[src/rtl/seg7_pkg.sv]
// -----------------------------------------------------------------------------
// seg7_pkg
// Shared types and helpers for the 7-segment scan controller.
//   scan_state_t : scan FSM states (S_BLANK = guard phase, S_DRIVE = digit on)
//   SEG7_BLANK   : active-low segment pattern with every segment off
//   lz_mask()    : leading-zero blank mask for a packed hex value
// -----------------------------------------------------------------------------
package seg7_pkg;

    typedef enum logic [0:0] {
        S_BLANK = 1'b0,
        S_DRIVE = 1'b1
    } scan_state_t;

    localparam logic [6:0] SEG7_BLANK      = 7'h7F;
    localparam int         SEG7_MAX_DIGITS = 16;

    // Bit k (k > 0) is set when nibbles k..num_digits-1 are all zero.
    // Digit 0 is never part of the mask so a zero value still shows "0".
    function automatic logic [SEG7_MAX_DIGITS-1:0] lz_mask(
        input logic [4*SEG7_MAX_DIGITS-1:0] value,
        input int                           num_digits
    );
        logic [SEG7_MAX_DIGITS-1:0] mask;
        logic                       upper_zero;
        mask       = '0;
        upper_zero = 1'b1;
        for (int k = SEG7_MAX_DIGITS - 1; k >= 1; k--) begin
            if (k < num_digits) begin
                upper_zero = upper_zero & (value[4*k +: 4] == 4'h0);
                mask[k]    = upper_zero;
            end
        end
        return mask;
    endfunction

endpackage

[src/rtl/seg7_decoder.sv]
// -----------------------------------------------------------------------------
// seg7_decoder
// Combinational hex-to-7-segment decoder, active-low outputs, bit order gfedcba.
//   n_rst  in  1  active-low blank (0 forces all segments off)
//   nibble in  4  hex digit to display
//   seg    out 7  segment drive, active-low
// -----------------------------------------------------------------------------
module seg7_decoder
    import seg7_pkg::*;
(
    input  logic       n_rst,
    input  logic [3:0] nibble,
    output logic [6:0] seg
);

    always_comb begin
        seg = SEG7_BLANK;
        if (n_rst) begin
            case (nibble)
                4'h0: seg = 7'h40;
                4'h1: seg = 7'h79;
                4'h2: seg = 7'h24;
                4'h3: seg = 7'h30;
                4'h4: seg = 7'h19;
                4'h5: seg = 7'h12;
                4'h6: seg = 7'h02;
                4'h7: seg = 7'h78;
                4'h8: seg = 7'h00;
                4'h9: seg = 7'h10;
                4'hA: seg = 7'h08;
                4'hB: seg = 7'h03;
                4'hC: seg = 7'h46;
                4'hD: seg = 7'h21;
                4'hE: seg = 7'h06;
                4'hF: seg = 7'h0E;
                default: seg = SEG7_BLANK;
            endcase
        end
    end

endmodule

[src/rtl/seg7_scan_ctrl.sv]
// -----------------------------------------------------------------------------
// seg7_scan_ctrl
// Time-multiplexed scan controller for NUM_DIGITS common-anode 7-segment digits.
// New values arrive over valid/ready and are committed only at a frame wrap so
// a frame never mixes old and new digits.
//   clk      in   1             clock
//   rst      in   1             synchronous reset, active-high
//   i_valid  in   1             new display value offered
//   o_ready  out  1             a value can be accepted (no pending value)
//   i_value  in   4*NUM_DIGITS  hex nibbles, nibble k -> digit k (digit 0 = LS)
//   i_dig_en in   NUM_DIGITS    per-digit enable, 0 keeps the digit dark
//   o_seg    out  7             segments, active-low (7'h7F = blank)
//   o_dig_n  out  NUM_DIGITS    anode selects, active-low, one-hot-or-none
//   o_frame  out  1             one-cycle pulse after each frame wrap
// Build option: define SEG7_LZB_EN to enable leading-zero blanking.
// -----------------------------------------------------------------------------
module seg7_scan_ctrl
    import seg7_pkg::*;
#(
    parameter int NUM_DIGITS = 4,
    parameter int SCAN_DIV   = 50000,
    parameter int GUARD_CYC  = 16
) (
    input  logic                    clk,
    input  logic                    rst,
    input  logic                    i_valid,
    output logic                    o_ready,
    input  logic [4*NUM_DIGITS-1:0] i_value,
    input  logic [NUM_DIGITS-1:0]   i_dig_en,
    output logic [6:0]              o_seg,
    output logic [NUM_DIGITS-1:0]   o_dig_n,
    output logic                    o_frame
);

    localparam int CNT_MAX = (SCAN_DIV > GUARD_CYC) ? SCAN_DIV : GUARD_CYC;
    localparam int CNT_W   = $clog2(CNT_MAX + 1);
    localparam int IDX_W   = (NUM_DIGITS > 1) ? $clog2(NUM_DIGITS) : 1;
    localparam int VAL_W   = 4 * NUM_DIGITS;

    localparam logic [CNT_W-1:0] DRIVE_LAST = CNT_W'(SCAN_DIV - 1);
    localparam logic [CNT_W-1:0] GUARD_LAST = CNT_W'((GUARD_CYC > 0) ? GUARD_CYC - 1 : 0);
    localparam logic [IDX_W-1:0] IDX_LAST   = IDX_W'(NUM_DIGITS - 1);

    // With no guard phase the blank state is never visited, so the scan
    // starts (and keeps) driving straight away.
    localparam scan_state_t POST_DRIVE = (GUARD_CYC > 0) ? S_BLANK : S_DRIVE;

    scan_state_t            state_reg, state_next;
    logic [CNT_W-1:0]       cnt_reg, cnt_next;
    logic [IDX_W-1:0]       idx_reg, idx_next;
    logic [VAL_W-1:0]       active_reg;
    logic [VAL_W-1:0]       pending_reg;
    logic                   pending_valid_reg;
    logic [6:0]             seg_reg, seg_next;
    logic [NUM_DIGITS-1:0]  dig_n_reg, dig_n_next;
    logic                   frame_reg;
    logic                   wrap;
    logic                   xfer;

    logic [3:0]             nibbles [NUM_DIGITS];
    logic [NUM_DIGITS-1:0]  dig_sel;
    logic [NUM_DIGITS-1:0]  blank_mask;
    logic [3:0]             nibble_cur;
    logic                   show;
    logic [6:0]             dec_seg;

    // Per-digit nibble slices and one-hot decode of the scan index.
    genvar gi;
    generate
        for (gi = 0; gi < NUM_DIGITS; gi++) begin : g_digit
            assign nibbles[gi] = active_reg[4*gi +: 4];
            assign dig_sel[gi] = (idx_reg == IDX_W'(gi));
        end
    endgenerate

`ifdef SEG7_LZB_EN
    logic [4*SEG7_MAX_DIGITS-1:0] active_ext;
    logic [SEG7_MAX_DIGITS-1:0]   lz_full;
    assign active_ext = (4*SEG7_MAX_DIGITS)'(active_reg);
    assign lz_full    = lz_mask(active_ext, NUM_DIGITS);
    assign blank_mask = lz_full[NUM_DIGITS-1:0];
`else
    assign blank_mask = '0;
`endif

    always_comb begin
        nibble_cur = 4'h0;
        for (int k = 0; k < NUM_DIGITS; k++) begin
            if (dig_sel[k]) nibble_cur = nibble_cur | nibbles[k];
        end
    end

    seg7_decoder u_decoder (
        .n_rst  (1'b1),
        .nibble (nibble_cur),
        .seg    (dec_seg)
    );

    // Scan sequencing: guard phase, then drive phase, per digit.
    always_comb begin
        state_next = state_reg;
        cnt_next   = cnt_reg + CNT_W'(1);
        idx_next   = idx_reg;
        wrap       = 1'b0;
        case (state_reg)
            S_BLANK: begin
                if (cnt_reg == GUARD_LAST) begin
                    state_next = S_DRIVE;
                    cnt_next   = '0;
                end
            end
            default: begin
                if (cnt_reg == DRIVE_LAST) begin
                    state_next = POST_DRIVE;
                    cnt_next   = '0;
                    if (idx_reg == IDX_LAST) begin
                        idx_next = '0;
                        wrap     = 1'b1;
                    end else begin
                        idx_next = idx_reg + IDX_W'(1);
                    end
                end
            end
        endcase
    end

    always_comb begin
        show       = (state_reg == S_DRIVE) && |(i_dig_en & dig_sel) && !(|(blank_mask & dig_sel));
        dig_n_next = show ? ~dig_sel : '1;
        seg_next   = show ? dec_seg : SEG7_BLANK;
    end

    assign xfer = i_valid & ~pending_valid_reg;

    always_ff @(posedge clk) begin
        if (rst) begin
            state_reg         <= (GUARD_CYC > 0) ? S_BLANK : S_DRIVE;
            cnt_reg           <= '0;
            idx_reg           <= '0;
            active_reg        <= '0;
            pending_reg       <= '0;
            pending_valid_reg <= 1'b0;
            seg_reg           <= SEG7_BLANK;
            dig_n_reg         <= '1;
            frame_reg         <= 1'b0;
        end else begin
            state_reg <= state_next;
            cnt_reg   <= cnt_next;
            idx_reg   <= idx_next;
            seg_reg   <= seg_next;
            dig_n_reg <= dig_n_next;
            frame_reg <= wrap;
            // Commit uses the pending flag from before this edge; a transfer
            // landing on the wrap cycle waits for the following wrap.
            if (wrap && pending_valid_reg) begin
                active_reg <= pending_reg;
            end
            if (xfer) begin
                pending_reg       <= i_value;
                pending_valid_reg <= 1'b1;
            end else if (wrap) begin
                pending_valid_reg <= 1'b0;
            end
        end
    end

    assign o_ready = ~pending_valid_reg;
    assign o_seg   = seg_reg;
    assign o_dig_n = dig_n_reg;
    assign o_frame = frame_reg;

endmodule

[config.mk]
export PLATFORM = sky130hd
export DESIGN_NAME = seg7_scan_ctrl
export DESIGN_NICKNAME = d
export VERILOG_FILES = /design/src/rtl/seg7_pkg.sv /design/src/rtl/seg7_decoder.sv /design/src/rtl/seg7_scan_ctrl.sv
export SDC_FILE = /design/constraint.sdc
export NUM_CORES = 1
export LEC_CHECK = 0
export CORE_AREA = 2 2 85 87
export DETAILED_ROUTE_END_ITERATION = 10
export DIE_AREA = 0 0 87 89
export HOLD_SLACK_MARGIN = 0.05
export PLACE_DENSITY = 0.7
export SLEW_MARGIN = 20
export SYNTH_ARGS = -nofsm -noshare
export SYNTH_HDL_FRONTEND = slang
export SYNTH_HIERARCHICAL = 1
export SYNTH_SLANG_ARGS = --single-unit
export TNS_END_PERCENT = 30
[constraint.sdc]
create_clock -name clk -period 3.24 [get_ports clk]
set_input_delay 0.324 -clock clk [delete_from_list [all_inputs] [get_ports clk]]
set_output_delay 0.324 -clock clk [all_outputs]
set_load 0.005 [all_outputs]
; Word level (Yosys, flattened, before mapping)
; Memories as Yosys holds them, arrays and structs flattened. A register that Yosys moved wholly into a read port is not among the register bits.
; Index checks and enable logic that the tools add are counted.
[word_totals]
inputBits = 23
output_inout_bits = 13
rom_bits = 112
reg_bits = 57
elab_cells = 47
n_memories = 1
[mem_list]
columns = name, depth, word_bits, rd, rd_clocked_by_memory_dff, wr, line
row1 = (name not given), 16, 7, 1, 1, 0, seg7_decoder.sv:19  ; case (nibble)
[op_classes]
eq_ne = 5
bitwise = 8
n_mux = 16
n_reduce_logical = 7
addsub = 2
[op_table]
columns = op, count
row1 = $mux 16, 3
row2 = $add 16x1->16 const B, 1
row3 = $eq 16x16->1 const B, 1
row4 = $eq 16x4->1 const B, 1
row5 = $mux 4, 4
row6 = $or 4x4->4, 3
row7 = $mux 1, 8
row8 = $and 4x4->4, 1
row9 = $eq 2x2->1 const B, 2
row10 = $not 4->4, 1
row11 = $reduce_or 4->1, 1
row12 = $add 2x1->2 const B, 1
row13 = $eq 2x1->1 const B, 1
row14 = $logic_and 1x1->1, 2
row15 = $logic_not 2->1, 1
row16 = $mux 2, 1
row17 = $not 1->1, 2
row18 = $reduce_and 2->1, 1
row19 = $reduce_bool 2->1, 1
row20 = $reduce_or 2->1, 1
row21 = $and 1x1->1, 1

; Logic depth before layout (Yosys ltp)
[depth]
word_depth = 8
depth_mapped = 9
depth_no_buf = 9

; Cells and area by module
; Netlist, hierarchy kept.
[modules_own_cells]
columns = module, seq_area_each_um2, instances, cells_per_inst, area_each_um2
row1 = seg7_scan_ctrl, 1281.2, 1, 293, 2665.1
row2 = seg7_decoder, 0.0, 1, 37, 311.5

; Worst setup path after synthesis
; Ideal clock, no wire load.
[synth_timing]
kind = register to register
from = register idx_reg[0]
to = register seg_reg[3] (netlist: o_seg[3])
stages_incl_launch_ff = 10
setup_slack_ns = 1.222
required_time_ns = 3.178
arrival_time_ns = 1.956
path_buffers = 1
synth_period_minus_slack_ns = 2.018
setup_ns = 0.062
path_cell_list = dfxtp_1 -> ha_1 -> clkbuf_1 -> a22oi_1 -> nand2_1 -> inv_1 -> ha_1 -> or2_2 -> a32oi_1 -> nand2b_1
[synth_between]
elab_chain_len = 8
word_cells_on_any_way = 16
classes_between = eq/ne: 3 / mux: 4 / bitwise: 5 / reduce/logical: 4
[synth_lines]
columns = element, line
row1 = start: declaration, seg7_scan_ctrl.sv:50  ; logic [IDX_W-1:0] idx_reg, idx_next;
row2 = start signal: assignment, seg7_scan_ctrl.sv:149  ; idx_reg <= idx_next;
row3 = $logic_not 2->1, seg7_scan_ctrl.sv:72  ; assign dig_sel[gi] = (idx_reg == IDX_W'(gi));
row4 = $mux 4, seg7_scan_ctrl.sv:89  ; if (dig_sel[k]) nibble_cur = nibble_cur | nibbles[k];
row5 = $or 4x4->4, seg7_scan_ctrl.sv:89
row6 = $mux 4, seg7_scan_ctrl.sv:89
row7 = $or 4x4->4, seg7_scan_ctrl.sv:89
row8 = $mux 4, seg7_scan_ctrl.sv:89
row9 = $or 4x4->4, seg7_scan_ctrl.sv:89
row10 = $mux 4 *, seg7_scan_ctrl.sv:89
row11 = named net nibble_cur[0], seg7_scan_ctrl.sv:63  ; logic [3:0] nibble_cur;
row12 = end: declaration, seg7_scan_ctrl.sv:54  ; logic [6:0] seg_reg, seg_next;
; Mark *: on every way through the listed nets, which the timed path passes. The rest lies on a longest branch.
; A chain may end at the register's enable or synchronous reset.

; Final worst setup path
; Same ends and word-level chain as after synthesis.

==> flow_results.xml <==
<?xml version="1.0" encoding="UTF-8"?>
<metrics>
  <group name="outcome">
    <metric name="run_status" unit="">finished clean</metric>
  </group>
  <group name="finish">
    <metric name="final_net_count" unit="">401</metric>
    <metric name="antennaDiodeCount" unit="">0</metric>
    <metric name="seq_area" unit="um^2">1280</metric>
    <metric name="proportion_of_layout_cells_with_a_drive_suffix_above_1" unit="%">7.28</metric>
    <metric name="postLayoutCellArea" unit="um^2">3580</metric>
    <metric name="multi_input_area" unit="um^2">1560</metric>
    <metric name="final.fill_count" unit="">616</metric>
    <metric name="flow.area_growth_from_synthesis" unit="%">20.2</metric>
  </group>
  <group name="synthesis">
    <metric name="synthMostInstantiatedCell" unit="">dfxtp_1</metric>
    <metric name="ys_async_sr_fraction" unit="%">0</metric>
    <metric name="post_synth_inst_count" unit="">330</metric>
    <metric name="synth_cell_types" unit="">41</metric>
    <metric name="library_cell_occupying_the_most_area_in_the_post_synthesis_netlist" unit="">dfxtp_1</metric>
    <metric name="post_synth.cell_area_avg" unit="um^2">9.02</metric>
    <metric name="yosys_warnings" unit="">6</metric>
    <metric name="yosys_most_used_dff" unit="">dfxtp_1</metric>
    <metric name="synth.cell_area" unit="um^2">2980</metric>
    <metric name="synth_seq_cells" unit="">64</metric>
    <metric name="synth-edff-count" unit="">0</metric>
    <metric name="synth_top_cells_by_count" unit="">dfxtp_1 (64), nand2_1 (47), nand2b_1 (42)</metric>
    <metric name="synth_top_cell_area_share" unit="%">43.0</metric>
    <metric name="seq_area_frac_synth" unit="%">43.0</metric>
    <metric name="yosys-top-cells-area" unit="">dfxtp_1 (43%), nand2b_1 (8.8%), mux2i_1 (7.1%)</metric>
  </group>
  <group name="timing">
    <metric name="report.final.hold_viol_count" unit="">0</metric>
    <metric name="rsz0062_at_grt" unit="">no</metric>
    <metric name="period_minus_slack" unit="ns">2.25</metric>
    <metric name="setup_viol" unit="">0</metric>
    <metric name="finalClockSkew" unit="ns">0.00805</metric>
    <metric name="timing.final.crit_share" unit="%">69.3</metric>
    <metric name="final_max_slew_viol_count" unit="">0</metric>
    <metric name="setup_tns_after_final_layout" unit="ns">0</metric>
    <metric name="timing.slew.headroom" unit="%">34.4</metric>
    <metric name="worstMarginPinSlew" unit="ns">0.981</metric>
    <metric name="fmax" unit="MHz">445</metric>
  </group>
  <group name="clock_tree">
    <metric name="htreeDepth" unit="">3</metric>
    <metric name="clkSinkCount" unit="">64</metric>
    <metric name="number_of_buffers_inserted_during_clock_tree_synthesis" unit="">9</metric>
    <metric name="ctsResizeCount" unit="">0</metric>
    <metric name="ctsHoldBuffers" unit="">0</metric>
    <metric name="count_of_buffers_added_by_post_cts_timing_repair_for_setup" unit="">0</metric>
    <metric name="clock_latency" unit="ns">0.35</metric>
    <metric name="cts-root-buf" unit="">clkbuf_8</metric>
    <metric name="cts.path.max_buffers" unit="">2</metric>
    <metric name="cts_tree" unit="">done</metric>
    <metric name="cts.clk_slew.worst_paths" unit="ns">0.08</metric>
  </group>
  <group name="floorplan">
    <metric name="dieArea" unit="um^2">7740</metric>
    <metric name="floorplan.die.width" unit="um">87</metric>
    <metric name="core-area" unit="um^2">6720</metric>
    <metric name="floorplan.initialDensity" unit="%">44.3</metric>
    <metric name="die_h" unit="um">89</metric>
    <metric name="top_level_ports" unit="">36</metric>
    <metric name="rows" unit="">30</metric>
  </group>
  <group name="critical_path">
    <metric name="ff2ff_path_depth" unit="">8</metric>
    <metric name="worstPathMaxFanout" unit="">9</metric>
    <metric name="type_of_destination_of_the_critical_path" unit="">flip-flop</metric>
    <metric name="crit_path_start_kind" unit="">flip-flop</metric>
    <metric name="setup.reg_to_reg.worst_slack" unit="ns">0.99</metric>
    <metric name="worst_ep_arrival_time" unit="ns">2.52</metric>
    <metric name="critical_path_class" unit="">flip-flop to flip-flop</metric>
    <metric name="worst_r2r_src" unit="">idx_reg[0]</metric>
    <metric name="r2r_end" unit="">o_seg[3]</metric>
    <metric name="timing.critical_path.required" unit="ns">3.52</metric>
  </group>
  <group name="route">
    <metric name="route.detailed.drc" unit="">0</metric>
    <metric name="vias_after_detailed_routing" unit="">2258</metric>
    <metric name="met2_length" unit="mm">2.45</metric>
    <metric name="drtIter0Drc" unit="">117</metric>
    <metric name="viasPerCell" unit="">5.01</metric>
    <metric name="met3_wirelength" unit="um">259</metric>
    <metric name="wirelength_met1" unit="mm">2.89</metric>
    <metric name="wire_per_inst" unit="um">12.7</metric>
    <metric name="ant_nets" unit="">0</metric>
    <metric name="drt-pass1-iter-count" unit="">4</metric>
    <metric name="top_layer_used" unit="">met4</metric>
    <metric name="totalWireLength" unit="mm">5.71</metric>
  </group>
  <group name="power_and_ir_drop">
    <metric name="power_density" unit="nW/um^2">468</metric>
    <metric name="overall_power_of_the_completed_layout" unit="W">0.00167</metric>
    <metric name="cellLeakagePower" unit="nW">1.20</metric>
    <metric name="worst_ir_drop_vdd" unit="mV">0.247</metric>
  </group>
  <group name="global_routing">
    <metric name="total_track_usage" unit="%">15.8</metric>
    <metric name="grt_start_max_net_pins" unit="">70</metric>
    <metric name="wire_length_of_the_first_global_routing_pass" unit="mm">9.68</metric>
    <metric name="grt_pass1_vias" unit="">2119</metric>
    <metric name="grt_antenna_before_repair" unit="">0</metric>
    <metric name="globalRoute.totalOverflow" unit="">0</metric>
  </group>
  <group name="hold_path">
    <metric name="worstHoldPathCells" unit="">3</metric>
    <metric name="whs_endpoint" unit="">state_reg</metric>
    <metric name="timing.hold.worst.start" unit="">rst</metric>
    <metric name="min-delay-path-class" unit="">primary input to flip-flop</metric>
  </group>
  <group name="placed_design">
    <metric name="gp_routability_congestion" unit="">0.758</metric>
    <metric name="dpl.hpwl" unit="mm">3.90</metric>
    <metric name="dpl-instance-area" unit="um^2">3350</metric>
    <metric name="portBuffers" unit="">35</metric>
  </group>
  <group name="job">
    <metric name="maxcap_violations" unit="">0</metric>
  </group>
</metrics>
==> through the flow <==
step / hold slack (ns) / cells / util, % / worst slack (ns)
after floorplan: 0.437 / 336 / - / 1.22
after global placement: 0.444 / 435 / 49.9 / 1.16
after detailed placement: 0.450 / 435 / 49.9 / 1.05
after CTS: 0.343 / 451 / 53.2 / 1.01
after global routing: 0.380 / 451 / 53.2 / 0.845
final: 0.337 / 451 / 53.2 / 0.993
==> how the worst max path moves through the flow <==
stage	start	to	cells past startpoint
floorplan	idx_reg[0]	o_seg[3]	9
global placement	idx_reg[0]	o_seg[3]	8
detailed placement	idx_reg[1]	o_seg[3]	9
CTS	idx_reg[0]	o_seg[3]	8
global route	idx_reg[1]	o_seg[3]	9
finish	idx_reg[0]	o_seg[3]	8
==> cell type report <==
cell class                 count  share of cell area (%)
clock inverter                 7                    2.87
timing repair buffer          37                    10.1
multi-input combinational    242                    43.7
clock buffer                   9                    3.46
inverter                      12                    1.26
tap                           80                    2.80
sequential                    64                    35.8
==> cell families (layout without fill, tap and decap cells) <==
logic type	Yosys count	count (layout)	share of synthesized area, %
other	1	7	0.126
DFF	64	64	43.0
and+or+nand+nor	146	146	25.9
AOI/OAI and AO/OA	42	42	9.50
adders and majority gates	12	12	5.04
buffers and inverters	30	65	5.17
xor gates and xnor gates	14	14	4.12
muxes	21	21	7.06
==> placed cells by master, fill, tap and decap left out, types with 3 or more instances in the layout <==
master	instances
nor2_1	8
xnor2_1	13
a22oi_1	10
clkdlybuf4s50_1	34
mux2i_1	21
conb_1	7
dfxtp_1	64
nand2b_1	42
nor4_1	5
a21oi_1	19
nand2_1	47
clkbuf_8	9
inv_1	12
ha_1	12
nand4_1	3
nor3_1	21
nand3_1	5
==> report_power, final <==
group	internal (W)	switching (W)
sequential	0.000801	0.0000105
combinational	0.0000475	0.0000364
clock	0.000441	0.000338
==> per-layer routing <==
| metal | track usage, % | up-vias |
|---|---|---|
| met5 | 0 | - |
| met4 | 7.24 | 0 |
| met3 | 3.32 | 9 |
| met2 | 24.0 | 50 |
| met1 | 21.7 | 1012 |
| li1 | - | 1187 |
==> critical path: stages (launching register included) <==
cell,delay (ns)
dfxtp_1,0.40
ha_1,0.36
a22oi_1,0.14
nand2_1,0.22
inv_1,0.15
ha_1,0.32
or2_2,0.30
a32oi_1,0.17
nand2b_1,0.11
Note: power is estimated with default switching activity, not from simulation.
